## config.mk

```make
export PLATFORM = sky130hd
export DESIGN_NAME = uart_tx_serializer
export DESIGN_NICKNAME = d
export VERILOG_FILES = /design/src/rtl/uart_pkg.sv /design/src/rtl/sync_fifo.sv /design/src/rtl/uart_tx_serializer.sv
export SDC_FILE = /design/constraint.sdc
export NUM_CORES = 1
export LEC_CHECK = 0
export ABC_AREA = 1
export CAP_MARGIN = 20
export CORE_ASPECT_RATIO = 0.6
export CORE_MARGIN = 3
export CORE_UTILIZATION = 45
export CTS_CLUSTER_DIAMETER = 80
export DETAILED_ROUTE_END_ITERATION = 16
export GPL_ROUTABILITY_DRIVEN = 0
export SYNTH_ARGS = -nofsm -noshare
export SYNTH_HDL_FRONTEND = slang
export SYNTH_HIERARCHICAL = 1
export SYNTH_SLANG_ARGS = --single-unit
export TNS_END_PERCENT = 100
```

## constraint.sdc

```tcl
create_clock -name clk -period 2.1 [get_ports clk]
set_input_delay 0.21 -clock clk [delete_from_list [all_inputs] [get_ports clk]]
set_output_delay 0.21 -clock clk [all_outputs]
set_load 0.02 [all_outputs]
```

## src/rtl/uart_pkg.sv

```systemverilog
// Shared UART definitions: TX FSM state type, frame width
// and serial line levels used by the TX (and later RX) path.
package uart_pkg;

    localparam int UART_DATA_BITS = 8;

    localparam logic UART_IDLE  = 1'b1;
    localparam logic UART_START = 1'b0;

    typedef enum logic [1:0] {
        IDLE,
        START,
        DATA,
        STOP
    } uart_tx_state_t;

endpackage

```

## src/rtl/sync_fifo.sv

```systemverilog
// Single-clock first-word-fall-through FIFO.
// Ports: clk, rst (sync, high), push/wdata, pop/rdata, full, empty, count.
module sync_fifo #(
    parameter int WIDTH = 8,
    parameter int DEPTH = 8,
    parameter int CW    = $clog2(DEPTH + 1)
) (
    input  logic             clk,
    input  logic             rst,
    input  logic             push,
    input  logic [WIDTH-1:0] wdata,
    input  logic             pop,
    output logic [WIDTH-1:0] rdata,
    output logic             full,
    output logic             empty,
    output logic [CW-1:0]    count
);

    localparam int AW = (DEPTH > 1) ? $clog2(DEPTH) : 1;

    logic [WIDTH-1:0] mem [DEPTH];
    logic [AW-1:0]    wptr;
    logic [AW-1:0]    rptr;
    logic             do_push;
    logic             do_pop;

    assign full    = (count == CW'(DEPTH));
    assign empty   = (count == '0);
    // Writes into a full FIFO are silently dropped.
    assign do_push = push && !full;
    assign do_pop  = pop && !empty;
    assign rdata   = mem[rptr];

    // DEPTH is a power of two, so pointers wrap naturally.
    always_ff @(posedge clk) begin
        if (rst) begin
            wptr  <= '0;
            rptr  <= '0;
            count <= '0;
        end else begin
            if (do_push) wptr <= wptr + AW'(1);
            if (do_pop)  rptr <= rptr + AW'(1);
            count <= count + CW'(do_push) - CW'(do_pop);
        end
    end

    always_ff @(posedge clk) begin
        if (do_push) mem[wptr] <= wdata;
    end

endmodule

```

## src/rtl/uart_tx_serializer.sv

```systemverilog
// Buffered 8N1 UART transmitter: FIFO of bytes shifted out LSB first.
// Ports: clk, rst, tx_data/tx_valid/tx_ready, txd, busy, fifo_count.
module uart_tx_serializer
    import uart_pkg::*;
#(
    parameter int CLKS_PER_BIT = 868,
    parameter int FIFO_DEPTH   = 8,
    parameter int CNT_WIDTH    = $clog2(FIFO_DEPTH + 1)
) (
    input  logic                 clk,
    input  logic                 rst,
    input  logic [7:0]           tx_data,
    input  logic                 tx_valid,
    output logic                 tx_ready,
    output logic                 txd,
    output logic                 busy,
    output logic [CNT_WIDTH-1:0] fifo_count
);

    localparam int BW = (CLKS_PER_BIT > 1) ? $clog2(CLKS_PER_BIT) : 1;
    localparam int IW = $clog2(UART_DATA_BITS);

    uart_tx_state_t      state;
    logic [BW-1:0]       baud;
    logic [IW-1:0]       bitidx;
    logic [7:0]          shift;
    logic [7:0]          head;
    logic                full;
    logic                empty;
    logic                term;
    logic                last_bit;
    logic                pop;

    assign term     = (baud == BW'(CLKS_PER_BIT - 1));
    assign last_bit = (bitidx == IW'(UART_DATA_BITS - 1));

    // Pops happen only when a new frame is launched: from idle, or
    // straight out of a finished stop bit (no inter-frame gap).
    assign pop = !empty &&
                 ((state == IDLE) || ((state == STOP) && term));

    assign tx_ready = !full;
    assign busy     = (state != IDLE) || (fifo_count != '0);

    sync_fifo #(
        .WIDTH (8),
        .DEPTH (FIFO_DEPTH),
        .CW    (CNT_WIDTH)
    ) u_fifo (
        .clk   (clk),
        .rst   (rst),
        .push  (tx_valid),
        .wdata (tx_data),
        .pop   (pop),
        .rdata (head),
        .full  (full),
        .empty (empty),
        .count (fifo_count)
    );

    always_ff @(posedge clk) begin
        if (rst) begin
            state  <= IDLE;
            txd    <= UART_IDLE;
            baud   <= '0;
            bitidx <= '0;
            shift  <= '0;
        end else begin
            unique case (state)
                IDLE: begin
                    txd  <= UART_IDLE;
                    baud <= '0;
                    if (!empty) begin
                        shift <= head;
                        txd   <= UART_START;
                        state <= START;
                    end
                end
                START: begin
                    if (term) begin
                        baud   <= '0;
                        bitidx <= '0;
                        txd    <= shift[0];
                        state  <= DATA;
                    end else begin
                        baud <= baud + BW'(1);
                    end
                end
                DATA: begin
                    if (term) begin
                        baud <= '0;
                        if (last_bit) begin
                            txd   <= UART_IDLE;
                            state <= STOP;
                        end else begin
                            // Next bit is shift[1] before the shift lands.
                            shift  <= {1'b0, shift[7:1]};
                            txd    <= shift[1];
                            bitidx <= bitidx + IW'(1);
                        end
                    end else begin
                        baud <= baud + BW'(1);
                    end
                end
                STOP: begin
                    if (term) begin
                        baud <= '0;
                        if (!empty) begin
                            shift <= head;
                            txd   <= UART_START;
                            state <= START;
                        end else begin
                            state <= IDLE;
                        end
                    end else begin
                        baud <= baud + BW'(1);
                    end
                end
                default: begin
                    txd   <= UART_IDLE;
                    state <= IDLE;
                end
            endcase
        end
    end

endmodule

```

==> results.sh, run 1 <==
export IMPL_crit_required_ps=2340
export IMPL_ys_seq_elements=101
export IMPL_nets=648
export IMPL_clock_skew_ps=9.31
export IMPL_row_count=28
export IMPL_port_buffers=17
export IMPL_htree_levels=3
export IMPL_grt_pass1_wl_um=16200
export IMPL_die_area_um2=12200
export IMPL_grt_max_degree=33
export IMPL_cts_made_buffers=9
export IMPL_clockBufferDepth=2
export IMPL_power_frac_comb_pct=39.1
export IMPL_rsz0062_at_grt="yes"
export IMPL_final_util_pct=57.4
export IMPL_status="finished, violations left"
export IMPL_overflow=0
export IMPL_yosys_area_share_simple_pct=25.0
export IMPL_vias=3593
export IMPL_clkPwrFrac_pct=23.3
export IMPL_swShare_pct=35.4
export IMPL_ant_nets=0
export IMPL_syn_inst=555
export IMPL_seqPwrFrac_pct=37.6
export IMPL_cts_sinks=101
export IMPL_cp_data_arrival_time_ps=2380
export IMPL_hp_class="reg -> reg"
export IMPL_die_height_um=86.9
export IMPL_grt_usage_pct=17.0
export IMPL_cp_cell_sequence="ha_4 -> inv_2 -> nor2_4 -> nand3_4 -> nor2_2 -> o21a_1 -> a21boi_4 -> nand2_2 -> nand2_2 -> ha_4 -> inv_2 -> fa_2 -> nor2_1"
export IMPL_synth_compound_area_share_pct=3.82
export IMPL_ios=18
export IMPL_p_sw_mw=2.35
export IMPL_drtPass1Iterations=4
export IMPL_holdWs_ps=480
export IMPL_crit_type="reg -> reg"
export IMPL_hpwl_um=6790
export IMPL_clock_latency_ps=340
export IMPL_fmax_mhz=468
export IMPL_synth_mux_area_share_pct=1.22
export IMPL_maxSlewViolCount=0
export IMPL_drive_above_1_share_pct=17.3
export IMPL_crit_path_top_delay_cell="fa_2"
export IMPL_final_area_um2=5870
export IMPL_grt_antenna_before_repair=0
export IMPL_post_route_min_period_ps=2140
export IMPL_finalCritPeriodShare_pct=102
export IMPL_avgSynthCellArea_um2=8.85
export IMPL_start_kind="flop"
export IMPL_max_slew_margin_pct=77.3
export IMPL_coreArea_um2=10200
export IMPL_finalPower_mw=6.63
export IMPL_tightest_slew_ps=339
export IMPL_placedInstanceArea_um2=5520
export IMPL_cts_root_buffer="clkbuf_16"
export IMPL_synth_cell_type_count=40
export IMPL_die_w_um=141
export IMPL_area_delta_synth_final_pct=19.5
export IMPL_cpPeakStageDelay_ps=500
export IMPL_crit_path_end_kind="flop"
export IMPL_antenna_cells=0
export IMPL_start_util_pct=48.0
export IMPL_yosysSeqAreaShare_pct=54.2
export IMPL_setup_ws_ps=-35.8
export IMPL_via_per_inst=4.73
export IMPL_post_route_drc_count=0
export IMPL_drv_cap=0
export IMPL_netlist_area_um2=4910
export IMPL_intPower_mw=4.28
export IMPL_syn_nets=583
export IMPL_p_leak_nw=2.67
export IMPL_ys_warnings_count=6
export IMPL_cts_hold_buf=0
export IMPL_path_max_fanout=2
export IMPL_powerDensity_nw_per_um2=1130
export IMPL_hold_viol=0
export IMPL_synth_xor_area_share_pct=0.535
export IMPL_path_clk_slew_ps=70
export IMPL_synth_top_family_by_area="simple AND/OR/NAND/NOR gates"
export IMPL_wl_per_cell_um=13.1
export IMPL_drt_first_iter_violations=160
export IMPL_synthAdderAreaFrac_pct=4.48
export IMPL_setup_viol_count_final=2
export IMPL_vdd_drop_max_mv=0.695
export IMPL_cts_tree="built"
export IMPL_routed_wl_um=9970
export IMPL_grt_pass1_vias=3317
export IMPL_violations="setup timing"
## metrics by stage
stage	std cells	setup slack (ps)	TNS (ps)
2_1_floorplan	555	-136	-215
3_3_place_gp	739	-158	-292
3_5_place_dp	739	-201	-431
4_1_cts	758	-45.8	-45.8
5_1_grt	760	-155	-379
6_report	760	-35.8	-70.0
## synth_stat cells
cell / instances / area share (%)
a211oi_4: 1 / 0.41
a21boi_0: 1 / 0.15
a21boi_2: 1 / 0.23
a21boi_4: 1 / 0.38
a21oi_1: 21 / 2.1
and3_1: 1 / 0.13
buf_1: 1 / 0.076
buf_2: 2 / 0.20
buf_4: 3 / 0.46
buf_6: 8 / 1.8
buf_8: 1 / 0.31
dfxtp_1: 37 / 15
edfxtp_1: 64 / 39
fa_1: 1 / 0.41
ha_1: 16 / 4.1
inv_1: 97 / 7.4
inv_2: 2 / 0.15
inv_4: 1 / 0.13
inv_6: 1 / 0.18
mux2i_1: 6 / 1.2
nand2_1: 155 / 12
nand2_2: 3 / 0.38
nand2_4: 3 / 0.69
nand3_1: 54 / 5.5
nand3_2: 2 / 0.41
nand3_4: 1 / 0.36
nand3b_1: 2 / 0.31
nand4_1: 3 / 0.38
nor2_1: 51 / 3.9
nor2_2: 1 / 0.13
nor2_4: 1 / 0.23
nor3_1: 3 / 0.31
nor3b_1: 1 / 0.15
nor4_1: 1 / 0.13
o211ai_1: 1 / 0.15
o21a_1: 1 / 0.15
o21ai_0: 2 / 0.20
or2_2: 1 / 0.13
xnor2_1: 1 / 0.18
xor2_1: 2 / 0.36
## area by class of cell
class	count	area [µm²]
flip-flops and latches	101	2680
inverters	101	387
fillers	910	4360
multi-input cells	338	1800
repair buffers	69	562
clock buffers	9	225
well taps	135	169
clock inverters	7	50.0
## per-layer routing
layer,global-route usage [%],routed length (µm),vias to the layer above
met4,4.75,112,0
met2,25.2,4150,72
met3,4.55,569,12
li1,-,-,1880
met1,24.7,5140,1629
met5,0,0,-
## critical path: cells and delay by family (launching register included)
kind	cells	cell delay (ps)
buffers and inverters	2	90
AND/OR/NAND/NOR	6	490
AO/OA/AOI/OAI	2	330
flip-flops	1	350
adder cells (fa/ha/maj)	3	780
## placed cells by master, fill, tap and decap left out, types with 2 or more instances in the layout
master / Yosys / layout
nand3b_1: 2 / 2
clkdlybuf4s50_1: 0 / 15
clkbuf_16: 0 / 9
xor2_1: 2 / 2
dfxtp_2: 0 / 4
a21oi_1: 21 / 20
ha_4: 0 / 3
nor2_1: 51 / 47
nor3_1: 3 / 3
dfxtp_1: 37 / 31
nand4_1: 3 / 3
nand3_1: 54 / 54
nand2_2: 3 / 6
inv_1: 97 / 93
inv_6: 1 / 3
nor2_2: 1 / 3
nand2_4: 3 / 3
dfxtp_4: 0 / 2
mux2i_1: 6 / 6
clkinvlp_4: 0 / 2
nor2_4: 1 / 3
nand2_1: 155 / 152
edfxtp_1: 64 / 64
buf_4: 3 / 52
inv_2: 2 / 6
nand3_4: 1 / 2
ha_1: 16 / 13
## timing repair
item                                    CTS  global route
pin swaps                                 6             5
buffers inserted                          3             2
gates resized for setup                   4             7
endpoints found under the setup margin    4             4
## final timing paths
kind | start | end | slack, ps | cells after the start
max | baud[0] | u_fifo/count[1] | -40 | 13
min | bitidx[2] | bitidx[2] | 480 | 2
max reg2reg | baud[0] | u_fifo/count[1] | -40 | 13
min reg2reg | bitidx[2] | bitidx[2] | 480 | 2
## state kept, by name, summed over array words and instances, names as in the netlist, named ones only
signal        flops
u_fifo/mem       64
baud             10
shift             8
u_fifo/count      4
bitidx            3
u_fifo/rptr       3
u_fifo/wptr       3
state             2
txd               1
## power groups by stage
stage | Combinational [mW] | Sequential (mW) | Clock [mW]
final | 2.59 | 2.49 | 1.54
after global routing | 2.94 | 2.51 | 1.67
after CTS | 2.54 | 2.49 | 1.58
after detailed placement | 2.49 | 2.53 | 0
after global placement | 2.43 | 2.52 | 0
after floorplan | 1.73 | 2.56 | 0
## kinds of logic after synthesis
group                      after synthesis
buffers and inverters                  116
and+or+nand+nor                        283
AOI/OAI and AO/OA                       29
adders and majority gates               17
xor gates and xnor gates                 3
DFF                                    101
muxes                                    6
Note: power is estimated with default switching activity, not from simulation.
==> inputs of run 2 (changes only) <==
Settings changed: CAP_MARGIN 20 to 10, PLACE_DENSITY set to 0.71.
==> run 2 against run 1 <==
Effect of this change:
- clock-buffer cell count stayed put
- hold slack worse by 1.6 ps
- via count up 1.8%
- global-route usage did not move
- total power hardly changed
- sequential share of layout area is 0.16 points higher
- core utilization down 0.17 points
- critical endpoint unchanged
- the flow still finishes with violations (setup timing)
- clock skew decreased by 4.3 ps
- cell area shrank 0.30%
- critical path depth did not move
- clock power about the same
- sequential power about the same
==> results.sh, run 2 (same netlist as run 1, synthesis figures left out) <==
export IMPL_status="finished, violations left"
export IMPL_violations="setup timing"
export IMPL_r2r_cells=13
export IMPL_die_area_um2=12200
export IMPL_vias=3659
export IMPL_worstReg2RegEnd="u_fifo/count[1]"
export IMPL_grt_usage_pct=17.0
export IMPL_tightest_slew_ps=342
export IMPL_overflow=0
export IMPL_n_fill_cell=892
export IMPL_setup_ws_ps=-26.0
export IMPL_clock_latency_ps=350
export IMPL_cp_data_arrival_time_ps=2370
export IMPL_routed_wl_um=9870
export IMPL_cts_sinks=101
export IMPL_finalPower_mw=6.62
export IMPL_crit_required_ps=2350
export IMPL_setup_viol_count_final=2
export IMPL_hp_class="reg -> reg"
export IMPL_worstHoldPathCells=2
export IMPL_area_delta_synth_final_pct=19.1
export IMPL_port_buffers=17
export IMPL_post_route_drc_count=0
export IMPL_critPathTopFamily="adder cells"
export IMPL_reg_largest_list="u_fifo/mem x64, baud x10, shift x8"
export IMPL_crit_path_end_kind="flop"
export IMPL_start_kind="flop"
export IMPL_powerDensity_nw_per_um2=1130
export IMPL_die_w_um=141
export IMPL_largest_register_ffs=64
export IMPL_top_register="u_fifo/mem"
export IMPL_p_leak_nw=2.65
export IMPL_nets=643
export IMPL_vdd_drop_max_mv=0.734
export IMPL_antenna_cells=0
export IMPL_path_max_fanout=2
export IMPL_grt_antenna_before_repair=0
export IMPL_cp_num_buf_inv=2
export IMPL_finalCritPeriodShare_pct=101
export IMPL_path_clk_slew_ps=70
export IMPL_hold_viol=0
export IMPL_ant_nets=0
export IMPL_fmax_mhz=470
export IMPL_start_util_pct=48.0
export IMPL_clock_skew_ps=5.03
export IMPL_grt_pass1_vias=3404
export IMPL_cts_root_buffer="clkbuf_16"
export IMPL_maxSlewViolCount=0
export IMPL_wl_per_cell_um=13.1
export IMPL_max_slew_margin_pct=77.1
export IMPL_grt_pass1_wl_um=16300
export IMPL_reg2reg_slack_ps=-30
export IMPL_crit_type="reg -> reg"
export IMPL_min_delay_start="bitidx[1]"
export IMPL_cts_tree="built"
export IMPL_clockBufferDepth=2
export IMPL_cp_cell_sequence="ha_4 -> inv_2 -> nor2_4 -> nand3_4 -> nor2_4 -> o21a_1 -> a21boi_4 -> nand2_2 -> nand2_2 -> ha_4 -> inv_2 -> fa_2 -> nor2_1"
export IMPL_via_per_inst=4.85
export IMPL_htree_levels=3
export IMPL_post_route_min_period_ps=2130
export IMPL_row_count=28
export IMPL_crit_path_top_delay_cell="fa_2"
export IMPL_cpPeakStageDelay_ps=510
export IMPL_place_worst_setup_slack_ps=-238
export IMPL_rsz0062_at_grt="yes"
export IMPL_drtPass1Iterations=5
export IMPL_cts_made_buffers=9
export IMPL_worstHoldEndpoint="bitidx[1]"
export IMPL_hpwl_um=6910
export IMPL_layout_commonest_cell="nand2_1"
export IMPL_die_height_um=86.9
export IMPL_grt_max_degree=33
export IMPL_rr_startpoint="baud[0]"
export IMPL_drive_above_1_share_pct=17.4
export IMPL_coreArea_um2=10200
export IMPL_final_cell_mix="152 x nand2_1, 92 x inv_1, 64 x edfxtp_1"
export IMPL_ios=18
export IMPL_drt_first_iter_violations=272
export IMPL_fin_tns_setup_ps=-29.2
export IMPL_drv_cap=0
## run 2: changes by cell type in the layout (fill, tap and decap cells not counted), sizes merged
cell and change:
dlygate4sd2 +1, dlymetal6s2s -1, buf -5, clkinv -1
inv +1
## run 2: per-layer routing
| metal | track usage [%] | vias to the layer above | part of all wire [%] |
|---|---|---|---|
| li1 | - | 1873 | - |
| met1 | 22.9 | 1688 | 47 |
| met2 | 26.9 | 88 | 45 |
| met3 | 4.94 | 10 | 6.7 |
| met4 | 5.28 | 0 | 1.2 |
| met5 | 0 | - | 0 |
## run 2: area by class of cell
class	instances	area (µm²)	area share, %
Clock buffer	9	225	3.85
Inverter	101	387	6.61
Clock inverter	7	57.6	0.984
Tap cell	135	169	2.89
Timing Repair Buffer	64	520	8.90
Sequential cell	101	2680	45.8
Multi-Input combinational cell	338	1810	31.0
## run 2: worst max-delay path by stage
| stage | slack [ps] | depth (start not counted) | end | startpoint |
|---|---|---|---|---|
| after floorplan | -140 | 13 | u_fifo/count[1] | baud[1] |
| after global placement | -180 | 13 | u_fifo/count[1] | baud[1] |
| after detailed placement | -240 | 12 | u_fifo/count[1] | baud[9] |
| after CTS | -60 | 13 | u_fifo/count[1] | baud[0] |
| after global routing | -120 | 12 | u_fifo/count[1] | state[0] |
| final | -30 | 13 | u_fifo/count[1] | baud[0] |
## run 2: power breakdown
group / internal, mW / leakage [nW] / switching (mW)
sequential: 2.36 / 0.887 / 0.126
clock: 0.820 / 0.134 / 0.754
combinational: 1.08 / 1.63 / 1.48
total: 4.26 / 2.65 / 2.36
## run 2: worst register-to-register path, cell delays in order (launching register included)
cell      delay [ps]
dfxtp_2          350
ha_4             140
inv_2             40
nor2_4           110
nand3_4           90
nor2_4            90
o21a_1           140
a21boi_4         190
nand2_2           80
nand2_2           70
ha_4             130
inv_2             40
fa_2             510
nor2_1            40
## run 2: stage by stage
stage               util [%]  hold WS, ps  cells  instance area (µm²)
global route            57.2          505    755                 5850
floorplan                  -          269    555                 4970
CTS                     56.8          480    755                 5820
finish                  57.2          479    755                 5850
global placement        53.9          459    738                 5510
detailed placement      53.9          470    738                 5510
## run 2: repair_timing
action	in CTS	in global routing
gates resized for setup	7	9
pin swaps	6	1
buffers inserted	1	0
hold buffers	0	0
setup endpoints to repair	5	3
